===== src/rtl/compare16_pkg.sv =====
// Shared definitions for the half-precision compare unit and its result path:
// compare codes, result-queue FSM encoding, queue record and a tally helper.
package compare16_pkg;

  localparam logic [1:0] CMP_EQ  = 2'b00;
  localparam logic [1:0] CMP_GT  = 2'b01;
  localparam logic [1:0] CMP_LT  = 2'b10;
  localparam logic [1:0] CMP_BAD = 2'b11;

  localparam int REC_TAG_W = 8;

  typedef enum logic [1:0] {
    ST_IDLE      = 2'd0,
    ST_WAIT_CODE = 2'd1,
    ST_CAPTURE   = 2'd2
  } cmp_state_e;

  typedef struct packed {
    logic [REC_TAG_W-1:0] tag;
    logic [1:0]           code;
    logic                 bad;
  } cmp_rec_t;

  function automatic logic [15:0] sat_inc16(input logic [15:0] v);
    return (v == 16'hFFFF) ? v : v + 16'd1;
  endfunction

endpackage


===== src/rtl/compare16_result_queue_if.sv =====
// Result-queue bus: compare-unit stb/ack channel, consumer stb/ack channel and tallies.
// master = environment (compare unit + consumer), slave = the result queue.
interface compare16_result_queue_if #(parameter int TAG_W = 8);
  logic             cmp_z_stb;
  logic             cmp_z_ack;
  logic [1:0]       cmp_code;
  logic             res_stb;
  logic             res_ack;
  logic [1:0]       res_code;
  logic [TAG_W-1:0] res_tag;
  logic             res_bad;
  logic             clr_counts;
  logic [15:0]      eq_count;
  logic [15:0]      gt_count;
  logic [15:0]      lt_count;

  modport master (
    output cmp_z_stb, cmp_code, res_ack, clr_counts,
    input  cmp_z_ack, res_stb, res_code, res_tag, res_bad,
           eq_count, gt_count, lt_count
  );

  modport slave (
    input  cmp_z_stb, cmp_code, res_ack, clr_counts,
    output cmp_z_ack, res_stb, res_code, res_tag, res_bad,
           eq_count, gt_count, lt_count
  );
endinterface


===== src/rtl/cmp_result_fifo.sv =====
// Synchronous show-ahead FIFO for FPU result records; DEPTH must be a power of two.
// Pushes while full (without a simultaneous pop) and pops while empty are ignored.
module cmp_result_fifo #(
  parameter int DEPTH = 4,
  parameter int WIDTH = 11,
  localparam int AW   = $clog2(DEPTH)
) (
  input  logic             clk,
  input  logic             rst,
  input  logic             push_i,
  input  logic [WIDTH-1:0] push_data_i,
  input  logic             pop_i,
  output logic [WIDTH-1:0] head_o,
  output logic             full_o,
  output logic             empty_o,
  output logic [AW:0]      count_o
);

  localparam logic [AW-1:0] PTR_ONE  = AW'(1);
  localparam logic [AW:0]   CNT_ONE  = (AW+1)'(1);
  localparam logic [AW:0]   CNT_FULL = (AW+1)'(DEPTH);

  logic [WIDTH-1:0] mem_q [DEPTH];
  logic [AW-1:0]    wr_ptr_q, wr_ptr_d;
  logic [AW-1:0]    rd_ptr_q, rd_ptr_d;
  logic [AW:0]      count_q, count_d;
  logic             push_ok_s, pop_ok_s;

  assign empty_o   = (count_q == {(AW+1){1'b0}});
  assign full_o    = (count_q == CNT_FULL);
  assign count_o   = count_q;
  assign pop_ok_s  = pop_i && !empty_o;
  assign push_ok_s = push_i && (!full_o || pop_ok_s);
  assign head_o    = empty_o ? {WIDTH{1'b0}} : mem_q[rd_ptr_q];

  // pointer and occupancy next-state
  always_comb begin
    wr_ptr_d = push_ok_s ? wr_ptr_q + PTR_ONE : wr_ptr_q;
    rd_ptr_d = pop_ok_s  ? rd_ptr_q + PTR_ONE : rd_ptr_q;
    case ({push_ok_s, pop_ok_s})
      2'b10:   count_d = count_q + CNT_ONE;
      2'b01:   count_d = count_q - CNT_ONE;
      default: count_d = count_q;
    endcase
  end

  // pointer and occupancy registers
  always_ff @(posedge clk or posedge rst) begin
    if (rst) begin
      wr_ptr_q <= {AW{1'b0}};
      rd_ptr_q <= {AW{1'b0}};
      count_q  <= {(AW+1){1'b0}};
    end else begin
      wr_ptr_q <= wr_ptr_d;
      rd_ptr_q <= rd_ptr_d;
      count_q  <= count_d;
    end
  end

  // storage array; the head is masked while empty so it needs no reset
  always_ff @(posedge clk) begin
    if (push_ok_s) begin
      mem_q[wr_ptr_q] <= push_data_i;
    end
  end

endmodule


===== src/rtl/compare16_result_queue.sv =====
// Result queue behind the 16-bit compare unit: captures each compare code one
// cycle after the stb/ack handshake, tags it, queues it and keeps saturating tallies.
module compare16_result_queue
  import compare16_pkg::*;
#(
  parameter int DEPTH = 4,
  parameter int TAG_W = 8
) (
  input logic                      clk,
  input logic                      rst,
  compare16_result_queue_if.slave  bus
);

  localparam int               CNT_W    = $clog2(DEPTH) + 1;
  localparam int               REC_W    = TAG_W + 3;
  localparam logic [CNT_W-1:0] CNT_FULL = CNT_W'(DEPTH);
  localparam logic [TAG_W-1:0] TAG_ONE  = TAG_W'(1);

  cmp_state_e       state_q, state_d;
  logic             ack_q, ack_d;
  logic [TAG_W-1:0] tag_q, tag_d;
  logic [15:0]      eq_cnt_q, eq_cnt_d, eq_base_s;
  logic [15:0]      gt_cnt_q, gt_cnt_d, gt_base_s;
  logic [15:0]      lt_cnt_q, lt_cnt_d, lt_base_s;
  logic             push_s;
  logic             handshake_s;
  logic [REC_W-1:0] push_rec_s, head_rec_s;
  logic             fifo_empty_s, fifo_full_unused_s;
  logic [CNT_W-1:0] fifo_count_s;

  assign handshake_s = bus.cmp_z_stb && ack_q;

  // state register
  always_ff @(posedge clk or posedge rst) begin
    if (rst) begin
      state_q <= ST_IDLE;
    end else begin
      state_q <= state_d;
    end
  end

  // next-state: WAIT_CODE exists because the code register updates one edge after the handshake
  always_comb begin
    state_d = state_q;
    case (state_q)
      ST_IDLE: begin
        if (handshake_s) state_d = ST_WAIT_CODE;
        else             state_d = ST_IDLE;
      end
      ST_WAIT_CODE: state_d = ST_CAPTURE;
      ST_CAPTURE:   state_d = ST_IDLE;
      default:      state_d = ST_IDLE;
    endcase
  end

  // FSM outputs: ack request while space remains, push in CAPTURE
  always_comb begin
    ack_d  = 1'b0;
    push_s = 1'b0;
    case (state_q)
      ST_IDLE: begin
        if (handshake_s) ack_d = 1'b0;
        else             ack_d = bus.cmp_z_stb && (fifo_count_s < CNT_FULL);
      end
      ST_CAPTURE: push_s = 1'b1;
      default:    ack_d  = 1'b0;
    endcase
  end

  // tag and tally next-state; a clear coinciding with a capture still counts that capture
  always_comb begin
    tag_d     = push_s ? tag_q + TAG_ONE : tag_q;
    eq_base_s = bus.clr_counts ? 16'h0000 : eq_cnt_q;
    gt_base_s = bus.clr_counts ? 16'h0000 : gt_cnt_q;
    lt_base_s = bus.clr_counts ? 16'h0000 : lt_cnt_q;
    eq_cnt_d  = eq_base_s;
    gt_cnt_d  = gt_base_s;
    lt_cnt_d  = lt_base_s;
    if (push_s) begin
      case (bus.cmp_code)
        CMP_EQ:  eq_cnt_d = sat_inc16(eq_base_s);
        CMP_GT:  gt_cnt_d = sat_inc16(gt_base_s);
        CMP_LT:  lt_cnt_d = sat_inc16(lt_base_s);
        default: eq_cnt_d = eq_base_s;
      endcase
    end else begin
      eq_cnt_d = eq_base_s;
    end
  end

  // ack, tag counter and tally registers
  always_ff @(posedge clk or posedge rst) begin
    if (rst) begin
      ack_q    <= 1'b0;
      tag_q    <= {TAG_W{1'b0}};
      eq_cnt_q <= 16'h0000;
      gt_cnt_q <= 16'h0000;
      lt_cnt_q <= 16'h0000;
    end else begin
      ack_q    <= ack_d;
      tag_q    <= tag_d;
      eq_cnt_q <= eq_cnt_d;
      gt_cnt_q <= gt_cnt_d;
      lt_cnt_q <= lt_cnt_d;
    end
  end

  assign push_rec_s = {tag_q, bus.cmp_code, (bus.cmp_code == CMP_BAD)};

  cmp_result_fifo #(
    .DEPTH (DEPTH),
    .WIDTH (REC_W)
  ) u_fifo (
    .clk         (clk),
    .rst         (rst),
    .push_i      (push_s),
    .push_data_i (push_rec_s),
    .pop_i       (bus.res_ack),
    .head_o      (head_rec_s),
    .full_o      (fifo_full_unused_s),
    .empty_o     (fifo_empty_s),
    .count_o     (fifo_count_s)
  );

  assign bus.cmp_z_ack = ack_q;
  assign bus.res_stb   = !fifo_empty_s;
  assign bus.res_tag   = head_rec_s[REC_W-1:3];
  assign bus.res_code  = head_rec_s[2:1];
  assign bus.res_bad   = head_rec_s[0];
  assign bus.eq_count  = eq_cnt_q;
  assign bus.gt_count  = gt_cnt_q;
  assign bus.lt_count  = lt_cnt_q;

endmodule


===== src/flat_wrapper.sv =====
// flat-port wrapper written by rule: the top's interface ports become plain ports
module compare16_result_queue_flat import compare16_pkg::*;
#(
  parameter int DEPTH = 4,
  parameter int TAG_W = 8
)
  (clk, rst, bus_cmp_z_stb, bus_cmp_code, bus_res_ack, bus_clr_counts, bus_cmp_z_ack, bus_res_stb, bus_res_code, bus_res_tag, bus_res_bad, bus_eq_count, bus_gt_count, bus_lt_count);
  compare16_result_queue_if #(.TAG_W(TAG_W)) bus_i ();
  input logic clk;
  input logic rst;
  input wire logic [$bits(bus_i.cmp_z_stb)-1:0] bus_cmp_z_stb;
  input wire logic [$bits(bus_i.cmp_code)-1:0] bus_cmp_code;
  input wire logic [$bits(bus_i.res_ack)-1:0] bus_res_ack;
  input wire logic [$bits(bus_i.clr_counts)-1:0] bus_clr_counts;
  output wire logic [$bits(bus_i.cmp_z_ack)-1:0] bus_cmp_z_ack;
  output wire logic [$bits(bus_i.res_stb)-1:0] bus_res_stb;
  output wire logic [$bits(bus_i.res_code)-1:0] bus_res_code;
  output wire logic [$bits(bus_i.res_tag)-1:0] bus_res_tag;
  output wire logic [$bits(bus_i.res_bad)-1:0] bus_res_bad;
  output wire logic [$bits(bus_i.eq_count)-1:0] bus_eq_count;
  output wire logic [$bits(bus_i.gt_count)-1:0] bus_gt_count;
  output wire logic [$bits(bus_i.lt_count)-1:0] bus_lt_count;
  assign bus_i.cmp_z_stb = bus_cmp_z_stb;
  assign bus_i.cmp_code = bus_cmp_code;
  assign bus_i.res_ack = bus_res_ack;
  assign bus_i.clr_counts = bus_clr_counts;
  assign bus_cmp_z_ack = bus_i.cmp_z_ack;
  assign bus_res_stb = bus_i.res_stb;
  assign bus_res_code = bus_i.res_code;
  assign bus_res_tag = bus_i.res_tag;
  assign bus_res_bad = bus_i.res_bad;
  assign bus_eq_count = bus_i.eq_count;
  assign bus_gt_count = bus_i.gt_count;
  assign bus_lt_count = bus_i.lt_count;
  compare16_result_queue #(.DEPTH(DEPTH), .TAG_W(TAG_W)) u_core (.clk(clk), .rst(rst), .bus(bus_i));
endmodule

===== config.mk =====
export PLATFORM = sky130hd
export DESIGN_NAME = compare16_result_queue_flat
export DESIGN_NICKNAME = d
export VERILOG_FILES = /design/src/rtl/compare16_pkg.sv /design/src/rtl/compare16_result_queue_if.sv /design/src/rtl/cmp_result_fifo.sv /design/src/rtl/compare16_result_queue.sv /design/src/flat_wrapper.sv
export SDC_FILE = /design/constraint.sdc
export NUM_CORES = 1
export LEC_CHECK = 0
export ABC_AREA = 1
export BUFFER_PORTS_ARGS = -buffer_cell sky130_fd_sc_hd__buf_4
export CORE_UTILIZATION = 25
export DETAILED_ROUTE_END_ITERATION = 7
export GPL_TIMING_DRIVEN = 0
export PLACE_DENSITY_LB_ADDON = 0.08
export SYNTH_ARGS = -nofsm -noshare
export SYNTH_HDL_FRONTEND = slang
export SYNTH_SLANG_ARGS = --single-unit

===== constraint.sdc =====
create_clock -name clk -period 3.4 [get_ports clk]
set_input_delay 0.51 -clock clk [delete_from_list [all_inputs] [get_ports clk]]
set_output_delay 0.51 -clock clk [all_outputs]
set_load 0.01 [all_outputs]

==> results.yml <==
status:
  status: "complete, no violations"
timing:
  slew_violations: 0
  tightestPinTransition_ns: 1.11
  setup_slack_ns: 0.882
  tns_ns: 0
  rsz0062_at_grt: "false"
  layout_min_cycle_time_ns: 2.52
  hold-worst-slack_ns: 0.0287
  fmax_mhz: 397
  relSlewSlack_pct: 25.5
  final-hold-violation-count: 0
  fin_worst_skew_ns: 0.00971
  finalCritPeriodShare_pct: 74.1
  finalSetupViolCount: 0
power:
  vdd_drop_max_mv: 0.234
  cellPowerDensity_nw_per_um2: 526
  p_leak_nw: 3.10
grt:
  antenna_found_initial: 0
  grt_pass1_vias: 4653
  grt_max_degree: 63
  gr-total-overflow: 0
  grt_pass1_wl_um: 25000
  grt_use_total_pct: 13.9
finish:
  nets: 757
  diodes: 0
  area_growth_pct: 20.2
  drive_above_1_share_pct: 18.4
routing:
  drt-wirelength-per-cell_um: 15.1
  dr.pass1.iters: 4
  drt-initial-drc-count: 188
  ant_nets: 0
  viasPerCell: 4.48
  via_count: 4607
  drc_errors: 0
  wl_um: 15500
clock_network:
  cts.sinks: 110
  cts_tree: "done"
  root_buffer: "clkbuf_16"
  hold_buffers: 0
  post_cts_buffers: 0
  clock_path_buffers: 2
  htreeDepth: 3
  clkLatencyLatePin_ns: 0.36
  cts_resized: 0
  path_clk_slew_ns: 0.07
  cts_made_buffers: 9
placement:
  place_ws_ns: 0.890
  numPortBuffers: 67
  dp_hpwl_um: 10900
  place.gp.congestion: 0.812
floorplan:
  die_width_um: 153
  io_pins: 68
  die_h_um: 153
  dieArea_um2: 23400
  core_um2: 22100
  initial_core_util_pct: 25.8
  num_rows: 54
yosys:
  netlist_instances: 665
  yosys_register_bits: 110
  ys_seq_area_share_pct: 52.1
  synth_area_per_cell_um2: 8.58
  synthDistinctLibCells: 36
  synth_nets: 678
  netlist_area_um2: 5700
  synth_warnings: 0
  synth_edf_count: 44
  synthFlopType: "dfrtp_1"
  async_reset_ff_share_pct: 60.0
setup_path:
  cp-start-kind: "flip-flop"
  path_max_fanout: 10
  crit_type: "flip-flop to output port"
  worstPathRequired_ns: 2.89
  cp-endpoint: "bus_res_tag[3]"
  reg2regPathDepth: 4
  r2r-end: "u_core.u_fifo.mem_q[1][4]"
  r2r-start: "u_core.state_q[0]"
  cp-end-kind: "output port"
  r2r_slack_ns: 1.04
  arrival_ns: 2.01
  crit_start: "u_core.u_fifo.rd_ptr_q[0]"
worst_hold_path:
  hp-class: "input port to async pin"
run:
  drv_cap: 0
cells in the final DEF, fill, tap and decap left out, types with 17 or more instances in the layout:
cell      Yosys  final
nand3_1      41     41
dfrtp_1      66     66
buf_4         2     69
a21oi_1      17     17
edfxtp_1     44     44
nand2_1     135    135
o21ai_0      32     32
inv_1        86     85
nor2_1      104    104
nand4_1      19     19
xor2_1       20     20
cells by family after synthesis:
logic type	count (synthesis)	synth area share, %
adder cells (fa/ha/maj)	6	1.45
buffers and inverters	109	8.23
AO/OA/AOI/OAI	56	5.07
flip-flops	110	52.1
AND/OR/NAND/NOR	361	29.6
XOR/XNOR	23	3.53
worst min path at each step:
| stage | from | to | slack [ns] | cells past startpoint |
|---|---|---|---|---|
| after floorplan | u_core.state_q[1] | u_core.state_q[1] | 0.40 | 1 |
| after global placement | u_core.state_q[1] | u_core.state_q[1] | 0.41 | 1 |
| after detailed placement | rst | u_core.u_fifo.count_o[2] | 0.40 | 2 |
| after CTS | rst | u_core.u_fifo.count_o[2] | 0.02 | 2 |
| after global routing | rst | u_core.u_fifo.count_o[2] | 0.03 | 2 |
| final | rst | u_core.u_fifo.count_o[2] | 0.03 | 2 |
sequential cells by signal, summed over array words and instances (netlist names):
name / flops
u_core.bus.cmp_z_ack: 1
u_core.bus.eq_count: 16
u_core.bus.gt_count: 16
u_core.bus.lt_count: 16
u_core.state_q: 2
u_core.tag_q: 8
u_core.u_fifo.count_o: 3
u_core.u_fifo.mem_q: 44
u_core.u_fifo.rd_ptr_q: 2
u_core.u_fifo.wr_ptr_q: 2
worst max-delay path, cell delays in order (launching register included):
cell	delay (ns)
dfrtp_1	0.44
clkbuf_1	0.51
nor2_1	0.11
nor2_1	0.10
o21ai_0	0.09
a21oi_1	0.23
buf_4	0.17
layer usage:
layer | wire (µm) | up-vias | track usage [%]
li1 | - | 2301 | -
met1 | 7320 | 2189 | 18.3
met2 | 7230 | 96 | 22.4
met3 | 553 | 21 | 2.18
met4 | 411 | 0 | 6.45
met5 | 0 | - | 0
stage by stage:
step                util [%]  power, W  std cells  area (µm²)
floorplan                  -   0.00221        665        5700
global placement        29.7   0.00261       1012        6560
detailed placement      29.8   0.00264       1013        6590
CTS                     31.0   0.00367       1029        6860
global route            31.0   0.00384       1029        6860
finish                  31.0   0.00361       1029        6860
layout make-up:
type	instances	area, µm²
clock inverters	1	7.51
fillers	2350	15200
flip-flops and latches	110	2970
inverters	92	348
repair buffers	68	531
well taps	280	350
plain buffers	17	124
multi-input cells	446	2260
clock buffers	15	262
Yosys cell counts, types with 2 or more instances:
cell	number	area [µm²]
inv_1	86	323
nor2_1	104	390
buf_6	3	33.8
inv_2	5	18.8
nor2_4	3	33.8
nand2_2	9	56.3
nor2_2	16	100
edfxtp_1	44	1320
clkbuf_1	6	22.5
ha_1	5	62.6
nand3_1	41	205
dfrtp_1	66	1650
nand3b_1	3	22.5
buf_2	2	10.0
nand4_1	19	119
nand3_2	12	120
o22ai_1	3	18.8
o21ai_1	2	10.0
buf_4	2	15.0
nand4_4	2	42.5
xor2_1	20	175
xnor2_1	3	26.3
a21oi_1	17	85.1
o21ai_0	32	160
buf_1	2	7.51
nor3_1	14	70.1
nand2_1	135	507
power by group:
| group | leakage, nW | switching, W | internal [W] | total, W |
|---|---|---|---|---|
| Combinational | 1.67 | 0.000610 | 0.000375 | 0.000985 |
| Clock | 0.128 | 0.000491 | 0.000529 | 0.00102 |
| Sequential | 1.30 | 0.0000957 | 0.00151 | 0.00160 |
| Total | 3.10 | 0.00120 | 0.00241 | 0.00361 |
(Power assumes the default switching activity.)
